[src/rtl/osd_dem_uart_pkg.sv]
// Shared constants, flit field offsets and FSM state encoding for the UART
// device-emulation receive path.
package osd_dem_uart_pkg;

    localparam logic [1:0] OSD_TYPE_EVENT = 2'b10;
    localparam logic [3:0] UART_SUB_DATA  = 4'h0;

    localparam int HDR_TYPE_MSB = 15;
    localparam int HDR_TYPE_LSB = 14;
    localparam int HDR_SUB_MSB  = 13;
    localparam int HDR_SUB_LSB  = 10;
    localparam int CHAR_MSB     = 7;

    typedef enum logic [2:0] {
        S_DEST = 3'd0,
        S_SRC  = 3'd1,
        S_HDR  = 3'd2,
        S_PAY  = 3'd3,
        S_DROP = 3'd4
    } state_t;

    function automatic logic hdr_ok(input logic [15:0] hdr);
        return (hdr[HDR_TYPE_MSB:HDR_TYPE_LSB] == OSD_TYPE_EVENT) &&
               (hdr[HDR_SUB_MSB:HDR_SUB_LSB] == UART_SUB_DATA);
    endfunction

endpackage

[src/rtl/osd_dem_uart_rx_if.sv]
// Ring-flit input and character-stream output of the UART receive block.
interface osd_dem_uart_rx_if;

    logic [15:0] dii_data;
    logic        dii_last;
    logic        dii_valid;
    logic        dii_ready;
    logic [7:0]  char_out;
    logic        char_valid;
    logic        char_ready;

    modport slave (
        input  dii_data, dii_last, dii_valid, char_ready,
        output dii_ready, char_out, char_valid
    );

    modport master (
        output dii_data, dii_last, dii_valid, char_ready,
        input  dii_ready, char_out, char_valid
    );

endinterface

[src/rtl/dem_uart_char_fifo.sv]
// First-word-fall-through character FIFO; pointers carry one extra wrap bit
// so full and empty are distinguishable without a separate occupancy counter.
module dem_uart_char_fifo #(
    parameter int WIDTH = 8,
    parameter int DEPTH = 8
) (
    input  logic             clk,
    input  logic             rst,
    input  logic             push_i,
    input  logic [WIDTH-1:0] data_i,
    output logic             full_o,
    input  logic             pop_i,
    output logic [WIDTH-1:0] data_o,
    output logic             empty_o
);

    localparam int AW = $clog2(DEPTH);

    logic [WIDTH-1:0] mem_q [DEPTH];
    logic [AW:0]      wr_ptr_q;
    logic [AW:0]      rd_ptr_q;
    logic             push_ok_s;
    logic             pop_ok_s;

    assign empty_o   = (wr_ptr_q == rd_ptr_q);
    assign full_o    = (wr_ptr_q[AW] != rd_ptr_q[AW]) &&
                       (wr_ptr_q[AW-1:0] == rd_ptr_q[AW-1:0]);
    assign push_ok_s = push_i && !full_o;
    assign pop_ok_s  = pop_i && !empty_o;
    // Head is forced to zero while empty so the output is defined out of reset.
    assign data_o    = empty_o ? {WIDTH{1'b0}} : mem_q[rd_ptr_q[AW-1:0]];

    always_ff @(posedge clk or posedge rst) begin
        if (rst) begin
            wr_ptr_q <= {(AW+1){1'b0}};
            rd_ptr_q <= {(AW+1){1'b0}};
        end else begin
            if (push_ok_s) wr_ptr_q <= wr_ptr_q + {{AW{1'b0}}, 1'b1};
            if (pop_ok_s)  rd_ptr_q <= rd_ptr_q + {{AW{1'b0}}, 1'b1};
        end
    end

    always_ff @(posedge clk) begin
        if (push_ok_s) mem_q[wr_ptr_q[AW-1:0]] <= data_i;
    end

endmodule

[src/rtl/osd_dem_uart_rx.sv]
// Parses DII packets addressed to this module and unpacks UART data payload
// flits into a byte stream, counting dropped and malformed packets.
module osd_dem_uart_rx
    import osd_dem_uart_pkg::*;
#(
    parameter int DEPTH = 8,
    parameter int CNT_W = 16
) (
    input  logic             clk,
    input  logic             rst,
    input  logic [9:0]       id_i,
    osd_dem_uart_rx_if.slave bus,
    output logic [CNT_W-1:0] drop_cnt_o,
    output logic [CNT_W-1:0] err_cnt_o
);

    state_t           state_q, state_d;
    logic             match_q, match_d;
    logic [CNT_W-1:0] drop_q, drop_d;
    logic [CNT_W-1:0] err_q, err_d;
    logic             drop_inc_s, err_inc_s;
    logic             beat_s, push_s, fifo_full_s, fifo_empty_s;

    function automatic logic [CNT_W-1:0] sat_inc(input logic [CNT_W-1:0] v, input logic en);
        if (en && (v != {CNT_W{1'b1}})) return v + {{(CNT_W-1){1'b0}}, 1'b1};
        else                            return v;
    endfunction

    assign beat_s = bus.dii_valid && bus.dii_ready;

    always_ff @(posedge clk or posedge rst) begin
        if (rst) begin
            state_q <= S_DEST;
            match_q <= 1'b0;
            drop_q  <= {CNT_W{1'b0}};
            err_q   <= {CNT_W{1'b0}};
        end else begin
            state_q <= state_d;
            match_q <= match_d;
            drop_q  <= drop_d;
            err_q   <= err_d;
        end
    end

    // Next state; a drop or error is flagged exactly once per packet.
    always_comb begin
        state_d    = state_q;
        match_d    = match_q;
        drop_inc_s = 1'b0;
        err_inc_s  = 1'b0;
        case (state_q)
            S_DEST: if (beat_s) begin
                if (bus.dii_last) begin
                    err_inc_s = 1'b1;
                end else begin
                    match_d = (bus.dii_data == {6'b0, id_i});
                    state_d = S_SRC;
                end
            end
            S_SRC: if (beat_s) begin
                if (bus.dii_last) begin
                    err_inc_s = 1'b1;
                    state_d   = S_DEST;
                end else begin
                    state_d = S_HDR;
                end
            end
            S_HDR: if (beat_s) begin
                if (!match_q || !hdr_ok(bus.dii_data)) begin
                    drop_inc_s = 1'b1;
                    state_d    = bus.dii_last ? S_DEST : S_DROP;
                end else begin
                    state_d = bus.dii_last ? S_DEST : S_PAY;
                end
            end
            S_PAY:   if (beat_s && bus.dii_last) state_d = S_DEST;
            S_DROP:  if (beat_s && bus.dii_last) state_d = S_DEST;
            default: state_d = S_DEST;
        endcase
        drop_d = sat_inc(drop_q, drop_inc_s);
        err_d  = sat_inc(err_q, err_inc_s);
    end

    always_comb begin
        bus.dii_ready = (state_q == S_PAY) ? !fifo_full_s : 1'b1;
        push_s        = beat_s && (state_q == S_PAY);
    end

    assign bus.char_valid = !fifo_empty_s;
    assign drop_cnt_o     = drop_q;
    assign err_cnt_o      = err_q;

    dem_uart_char_fifo #(
        .WIDTH (8),
        .DEPTH (DEPTH)
    ) u_fifo (
        .clk     (clk),
        .rst     (rst),
        .push_i  (push_s),
        .data_i  (bus.dii_data[CHAR_MSB:0]),
        .full_o  (fifo_full_s),
        .pop_i   (bus.char_ready),
        .data_o  (bus.char_out),
        .empty_o (fifo_empty_s)
    );

endmodule

[src/flat_wrapper.sv]
// flat-port wrapper written by rule: the top's interface ports become plain ports
module osd_dem_uart_rx_flat import osd_dem_uart_pkg::*;
#(
    parameter int DEPTH = 8,
    parameter int CNT_W = 16
)
  (clk, rst, id_i, drop_cnt_o, err_cnt_o, bus_dii_data, bus_dii_last, bus_dii_valid, bus_char_ready, bus_dii_ready, bus_char_out, bus_char_valid);
  osd_dem_uart_rx_if bus_i ();
  input  logic clk;
  input  logic rst;
  input  logic [9:0] id_i;
  output logic [CNT_W-1:0] drop_cnt_o;
  output logic [CNT_W-1:0] err_cnt_o;
  input wire logic [$bits(bus_i.dii_data)-1:0] bus_dii_data;
  input wire logic [$bits(bus_i.dii_last)-1:0] bus_dii_last;
  input wire logic [$bits(bus_i.dii_valid)-1:0] bus_dii_valid;
  input wire logic [$bits(bus_i.char_ready)-1:0] bus_char_ready;
  output wire logic [$bits(bus_i.dii_ready)-1:0] bus_dii_ready;
  output wire logic [$bits(bus_i.char_out)-1:0] bus_char_out;
  output wire logic [$bits(bus_i.char_valid)-1:0] bus_char_valid;
  assign bus_i.dii_data = bus_dii_data;
  assign bus_i.dii_last = bus_dii_last;
  assign bus_i.dii_valid = bus_dii_valid;
  assign bus_i.char_ready = bus_char_ready;
  assign bus_dii_ready = bus_i.dii_ready;
  assign bus_char_out = bus_i.char_out;
  assign bus_char_valid = bus_i.char_valid;
  osd_dem_uart_rx #(.DEPTH(DEPTH), .CNT_W(CNT_W)) u_core (.clk(clk), .rst(rst), .id_i(id_i), .bus(bus_i), .drop_cnt_o(drop_cnt_o), .err_cnt_o(err_cnt_o));
endmodule
[config.mk]
export PLATFORM = sky130hd
export DESIGN_NAME = osd_dem_uart_rx_flat
export DESIGN_NICKNAME = d
export VERILOG_FILES = /design/src/rtl/osd_dem_uart_pkg.sv /design/src/rtl/osd_dem_uart_rx_if.sv /design/src/rtl/dem_uart_char_fifo.sv /design/src/rtl/osd_dem_uart_rx.sv /design/src/flat_wrapper.sv
export SDC_FILE = /design/constraint.sdc
export NUM_CORES = 1
export LEC_CHECK = 0
export BUFFER_PORTS_ARGS = -buffer_cell sky130_fd_sc_hd__buf_2
export CORE_UTILIZATION = 45
export CTS_BUF_LIST = sky130_fd_sc_hd__clkbuf_8
export DETAILED_ROUTE_END_ITERATION = 12
export PLACE_DENSITY = 0.72
export SETUP_SLACK_MARGIN = 0.4
export SLEW_MARGIN = 20
export SYNTH_ARGS = -nofsm -noshare
export SYNTH_HDL_FRONTEND = slang
export SYNTH_HIERARCHICAL = 1
export SYNTH_SLANG_ARGS = --single-unit
export TNS_END_PERCENT = 5
[constraint.sdc]
create_clock -name clk -period 3.5 [get_ports clk]
set_input_delay 0.175 -clock clk [delete_from_list [all_inputs] [get_ports clk]]
set_output_delay 0.175 -clock clk [all_outputs]
set_load 0.03 [all_outputs]
# --- After elaboration in Yosys (flattened, before gate mapping) ---
# Memories as Yosys holds them, arrays and structs flattened.
# Cells that the tools add are included.
op_classes:
  n_addsub: 4
  n_eq_ne: 16
  muxes: 20
  bitwise_logic: 1
  reduce_logical: 20
ops:
  columns: ["cell", "n"]
  rows:
  - ["$add 16x1->16 const B", 2]
  - ["$ne 16x16->1 const B", 2]
  - ["$mux 3", 7]
  - ["$eq 16x10->1", 1]
  - ["$pmux 3 s4", 1]
  - ["$logic_and 1x1->1", 9]
  - ["$mux 1", 9]
  - ["$add 4x1->4 const B", 2]
  - ["$mux 8", 1]
  - ["$ne 2x1->1 const B", 4]
  - ["$eq 3x2->1 const B", 2]
  - ["$reduce_and 5->1", 1]
  - ["$eq 4x4->1", 1]
  - ["$logic_not 1->1", 4]
  - ["$logic_not 4->1", 1]
  - ["$mux 2", 2]
  - ["$reduce_or 2->1", 2]
  - ["$eq 3x1->1 const B", 1]
  - ["$eq 3x3->1", 1]
  - ["$eq 3x3->1 const B", 1]
  - ["$logic_not 3->1", 1]
  - ["$reduce_and 3->1", 1]
  - ["$eq 2x2->1 const B", 1]
  - ["$ne 2x2->1 const B", 1]
  - ["3 further kinds", 3]
word_totals:
  ff_bits: 44
  ram_bits: 64
  in_bits: 31
  output_inout_bits: 42
  wordCells: 68
  memories: 1
mem_list:
  columns: ["name", "words", "width", "rd", "rd_ports_with_merged_regs", "write_ports", "line_no", "source"]
  rows:
  - ["u_core.u_fifo.mem_q", 8, 8, 1, 0, 1, "dem_uart_char_fifo.sv:19", "logic [WIDTH-1:0] mem_q [DEPTH];"]

# --- Longest topological paths before layout ---
depth:
  depth_word: 9
  mapped_depth: 9
  mapped_depth_nobuf: 8

# --- By module ---
# Netlist, hierarchy kept.
by_module_without_submodules:
  columns: ["mod", "instances", "cells_per_inst", "area_per_inst_um2", "seq_area_each_um2"]
  rows:
  - ["dem_uart_char_fifo", 1, 191, 3148.0, 2122.0]
  - ["osd_dem_uart_rx", 1, 183, 1968.1, 900.9]

# --- Worst setup path after synthesis ---
# OpenSTA, ideal clock, no wires.
synth_path:
  path_kind: "register to register"
  from: "register u_core.u_fifo.rd_ptr_q[1]"
  to: "memory u_core.u_fifo.mem_q[6][0] (enable)"
  setup_ns: 0.398
  t_arrival_ns: 2.882
  required_ns: 3.102
  path_slack_ns: 0.220
  stages_incl_launch_ff: 9
  path_buffers: 1
  path_cell_list: "dfrtp_1 > buf_4 > xor2_2 > nor4_4 > nand3_1 > nand3_1 > nor2_1 > nand2_1 > nor4b_1"
synth_via:
  elab_chain_len: 9
synth_lines:
  columns: ["item", "line_no", "source"]
  rows:
  - ["start, declared", "dem_uart_char_fifo.sv:21", "logic [AW:0] rd_ptr_q;"]
  - ["start signal, assigned", "dem_uart_char_fifo.sv:36", "rd_ptr_q <= {(AW+1){1'b0}};"]
  - ["start signal, assigned", "dem_uart_char_fifo.sv:39", "if (pop_ok_s) rd_ptr_q <= rd_ptr_q + {{AW{1'b0}}, 1'b1};"]
  - ["$eq 3x3->1", "dem_uart_char_fifo.sv:27", "(wr_ptr_q[AW-1:0] == rd_ptr_q[AW-1:0]);"]
  - ["$logic_and 1x1->1", "dem_uart_char_fifo.sv:26", "assign full_o = (wr_ptr_q[AW] != rd_ptr_q[AW]) &&"]
  - ["net u_core.fifo_full_s", "osd_dem_uart_rx.sv:22", "logic beat_s, push_s, fifo_full_s, fifo_empty_s;"]
  - ["$logic_not 1->1", "osd_dem_uart_rx.sv:85", "bus.dii_ready = (state_q == S_PAY) ? !fifo_full_s : 1'b1;"]
  - ["$mux 1", "osd_dem_uart_rx.sv:85", null]
  - ["net bus_dii_ready", "flat_wrapper.sv:18", "output wire logic [$bits(bus_i.dii_ready)-1:0] bus_dii_ready;"]
  - ["$logic_and 1x1->1", "osd_dem_uart_rx.sv:29", "assign beat_s = bus.dii_valid && bus.dii_ready;"]
  - ["$logic_and 1x1->1", "osd_dem_uart_rx.sv:86", "push_s = beat_s && (state_q == S_PAY);"]
  - ["net u_core.push_s", "osd_dem_uart_rx.sv:22", null]
  - ["$logic_and 1x1->1", "dem_uart_char_fifo.sv:28", "assign push_ok_s = push_i && !full_o;"]
  - ["$mux 1", "dem_uart_char_fifo.sv:44", "if (push_ok_s) mem_q[wr_ptr_q[AW-1:0]] <= data_i;"]
  - ["$mux 1 (not written as such)", "dem_uart_char_fifo.sv:44", null]
  - ["end, declared", "dem_uart_char_fifo.sv:19", null]
# The timed path passes the listed nets, and every way through them passes these cells.

# --- Worst setup path in the final report ---
layout_path:
  from: "register u_core.u_fifo.wr_ptr_q[1]"
  to: "memory u_core.u_fifo.mem_q[7][6] (enable)"
layout_via:
  elab_chain_len: 9
layout_lines:
  columns: ["item", "line_no", "source"]
  rows:
  - ["start, declared", "dem_uart_char_fifo.sv:20", "logic [AW:0] wr_ptr_q;"]
  - ["start signal, assigned", "dem_uart_char_fifo.sv:35", "wr_ptr_q <= {(AW+1){1'b0}};"]
  - ["start signal, assigned", "dem_uart_char_fifo.sv:38", "if (push_ok_s) wr_ptr_q <= wr_ptr_q + {{AW{1'b0}}, 1'b1};"]
  - ["$eq 3x3->1", "dem_uart_char_fifo.sv:27", null]
  - ["$logic_and 1x1->1", "dem_uart_char_fifo.sv:26", null]
  - ["net u_core.fifo_full_s", "osd_dem_uart_rx.sv:22", null]
  - ["$logic_not 1->1", "osd_dem_uart_rx.sv:85", null]
  - ["$mux 1", "osd_dem_uart_rx.sv:85", null]
  - ["$logic_and 1x1->1", "osd_dem_uart_rx.sv:29", null]
  - ["$logic_and 1x1->1", "osd_dem_uart_rx.sv:86", null]
  - ["net u_core.push_s", "osd_dem_uart_rx.sv:22", null]
  - ["$logic_and 1x1->1", "dem_uart_char_fifo.sv:28", null]
  - ["$mux 1", "dem_uart_char_fifo.sv:44", null]
  - ["$mux 1 (not written as such)", "dem_uart_char_fifo.sv:44", null]
# The timed path passes the listed nets, and every way through them passes these cells.

==> impl_metrics.ini <==
[synth]
synth_edf_count = 64
netlist_area_um2 = 5120
avgSynthCellArea_um2 = 13.7
syn_nets = 409
synthArstFlopShare = 0.407
synth-seq-area-share = 0.591
synthDistinctLibCells = 58
synthCells = 374
synthFlopType = edfxtp_1
synth.yosys.warnings = 6
synth_seq_cells = 108

[drt]
wl_per_cell_um = 16.8
route.detailed.drc = 0
ant_nets = 0
wirelength_mm = 10.1
drt-pass1-iter-count = 4
drt_iter0_drc = 142
viasPerCell = 5.50
vias = 3298

[final_layout]
final_common_cell = buf_2
nFillCells = 924
final_cell_mix = buf_2 (72), edfxtp_1 (64), dfrtp_1 (43), mux2i_1 (32), xnor2_1 (29)
synthToLayoutAreaGrowth_pct = 14.7
drive_above_1_share = 0.283
n_antenna_cell = 0
nets = 490
multi_input_area_um2 = 1970
fin_util = 0.536
seqCellArea_um2 = 3020

[floorplan]
chipHeight_um = 109
start_util = 0.468
core_area_um2 = 10900
rows = 38
dieArea_um2 = 11800
io_pins = 73
die_width_um = 109

[global_routing]
antenna_found_initial = 0
grt_pass1_wl_mm = 16.3
grt_max_degree = 37
grtUsageTotal = 0.183
grt_pass1_vias = 3196
gr-total-overflow = 0

[setup_path]
r2r-start = u_core/u_fifo/wr_ptr_q[1]
path_buf_inv = 1
cp_max_fo = 12
cp-end-kind = flop
crit_arrival_ps = 2850
startpoint = u_core/u_fifo/wr_ptr_q[1]
critical_path_required_ps = 3520
start_kind = flop
crit_chain = xor2_2 > nor4_4 > nand3_1 > nand3_1 > nor2_1 > buf_4 > nand4_1 > nor2_1
slowest_delay_ps = 620
cpLargestDelayFamily = simple AND/OR/NAND/NOR gates
worstSetupPathType = reg -> reg
cpMaxStageDelayCell = dfrtp_1

[placed_design]
gp_congestion = 0.795
dp_slack_ps = 680
detailed_place_hpwl_mm = 7.23
io_buffers = 72

[power_and_ir_drop]
ir_worst_vdd_mv = 0.470
total_leakage_power_nw = 2.42
p_per_area_nw_per_um2 = 671

[timing]
fmax_mhz = 353
worst_slack_ps = 666
worst_slew_pin_slew_ps = 734
rsz0062_at_grt = no
maxSlewHeadroom = 0.506
finalHoldViolations = 0
drv_slew = 0
fin_skew_ps = 16.8
setup_tns_ps = 0
finalCriticalPeriod_ps = 2830
setup_violations = 0
finalCritPeriodShare = 0.810

[clock_tree]
hold_buffers = 1
post_cts_resized = 0
postCtsSetupRepairBufs = 0
cts_sinks = 108
insertion_delay_ps = 380
cts_buffers = 9
clockBufferDepth = 2
cts_tree = yes
htree_levels = 3
root_buffer = clkbuf_8
clkTransAtPathRegs_ps = 110

[run_status]
status = complete, no violations

[hold_path]
min-delay-start = bus_dii_data[12]
hold_class = in -> reg

[flow_run]
max_cap_viol_count = 0
-- synth_stat cells (2+ instances only) --
master    count  share of area
and2_1        2         0.0024
nor2b_1       3         0.0037
and2b_2       2         0.0034
and3_1       13          0.016
nand4_1      13          0.016
nor3_1        5         0.0049
ha_1          4         0.0098
o41ai_4       2          0.011
buf_6         2         0.0044
buf_1         3         0.0022
nand4_2       2         0.0049
a22oi_1      16          0.023
nor4_1        4         0.0049
mux2_2        3         0.0066
nor4_2        2         0.0049
nor4_4        2         0.0083
nand3_1      12          0.012
xor2_1       15          0.026
nand2b_1      2         0.0024
o21ai_0       4         0.0039
mux2_4        2         0.0059
inv_1        10         0.0073
mux2i_1      32          0.063
and4_1        4         0.0068
nand2_1      21          0.015
dfrtp_1      44           0.22
o311ai_0      2         0.0034
xor2_2        3         0.0095
a21oi_1       3         0.0029
buf_2         5         0.0049
nor4b_1       4         0.0068
a41oi_1       3         0.0051
edfxtp_1     64           0.38
nor2_1       12         0.0088
buf_4         3         0.0044
xnor2_1      29          0.050
-- state kept, by name, indices dropped and copies added (netlist names) --
register,flops
u_core/state_q,3
u_core/drop_cnt_o,16
u_core/err_cnt_o,16
u_core/u_fifo/mem_q,64
u_core/u_fifo/wr_ptr_q,4
u_core/u_fifo/rd_ptr_q,4
u_core/match_q,1
-- routing by layer --
layer	global-route usage	part of all wire
met2	0.295	0.48
met3	0.0496	0.054
met4	0.0444	0.010
met1	0.246	0.46
met5	0	0
-- power breakdown --
group | leakage, nW | switching (W) | internal (W)
Sequential | 1.16 | 0.000193 | 0.00146
Clock | 0.105 | 0.000473 | 0.000288
Combinational | 1.16 | 0.000968 | 0.000557
Total | 2.42 | 0.00163 | 0.00230
-- metrics by stage --
stage	hold slack (ps)	total power, W	instance area, um2	cells
final	94.5	0.00394	5870	600
after global routing	78.3	0.00415	5870	600
after CTS	84.3	0.00396	5870	600
after detailed placement	162	0.00321	5650	583
after global placement	155	0.00316	5650	583
after floorplan	-9.34	0.00286	5120	374
-- cell families (layout without fill, tap and decap cells) --
| family | Yosys count | in the layout | synth area share |
|---|---|---|---|
| and+or+nand+nor | 113 | 113 | 0.139 |
| DFF | 108 | 108 | 0.591 |
| xor gates and xnor gates | 48 | 48 | 0.0880 |
| AOI/OAI and AO/OA | 40 | 40 | 0.0714 |
| muxes | 38 | 38 | 0.0773 |
| buffers and inverters | 23 | 109 | 0.0232 |
| adders and majority gates | 4 | 4 | 0.00978 |
-- path summary, 6_finish.rpt --
| kind | end | slack (ps) | cells after the start |
|---|---|---|---|
| worst max-delay path | u_core/u_fifo/mem_q[7][6] | 670 | 8 |
| worst min-delay path | u_core/match_q | 90 | 4 |
| worst max register to register | u_core/u_fifo/mem_q[7][6] | 670 | 8 |
| worst min register to register | u_core/err_cnt_o[7] | 500 | 1 |
| max in group asynchronous | u_core/drop_cnt_o[3] | 2410 | 4 |
| min in group asynchronous | u_core/u_fifo/wr_ptr_q[2] | 300 | 3 |
-- worst register-to-register path: stages (launching register included) --
cell and delay (ps):
dfrtp_1 620, xor2_2 390, nor4_4 150, nand3_1 170
nand3_1 120, nor2_1 100, buf_4 160, nand4_1 200
nor2_1 580
-- cell type report --
class,instances,area share
Clock buffer,9,0.0211
Timing Repair Buffer,83,0.0759
Sequential cell,108,0.515
Inverter,10,0.00640
Clock inverter,7,0.0147
Tap cell,140,0.0299
Multi-Input combinational cell,243,0.337
(Power assumes the default switching activity.)
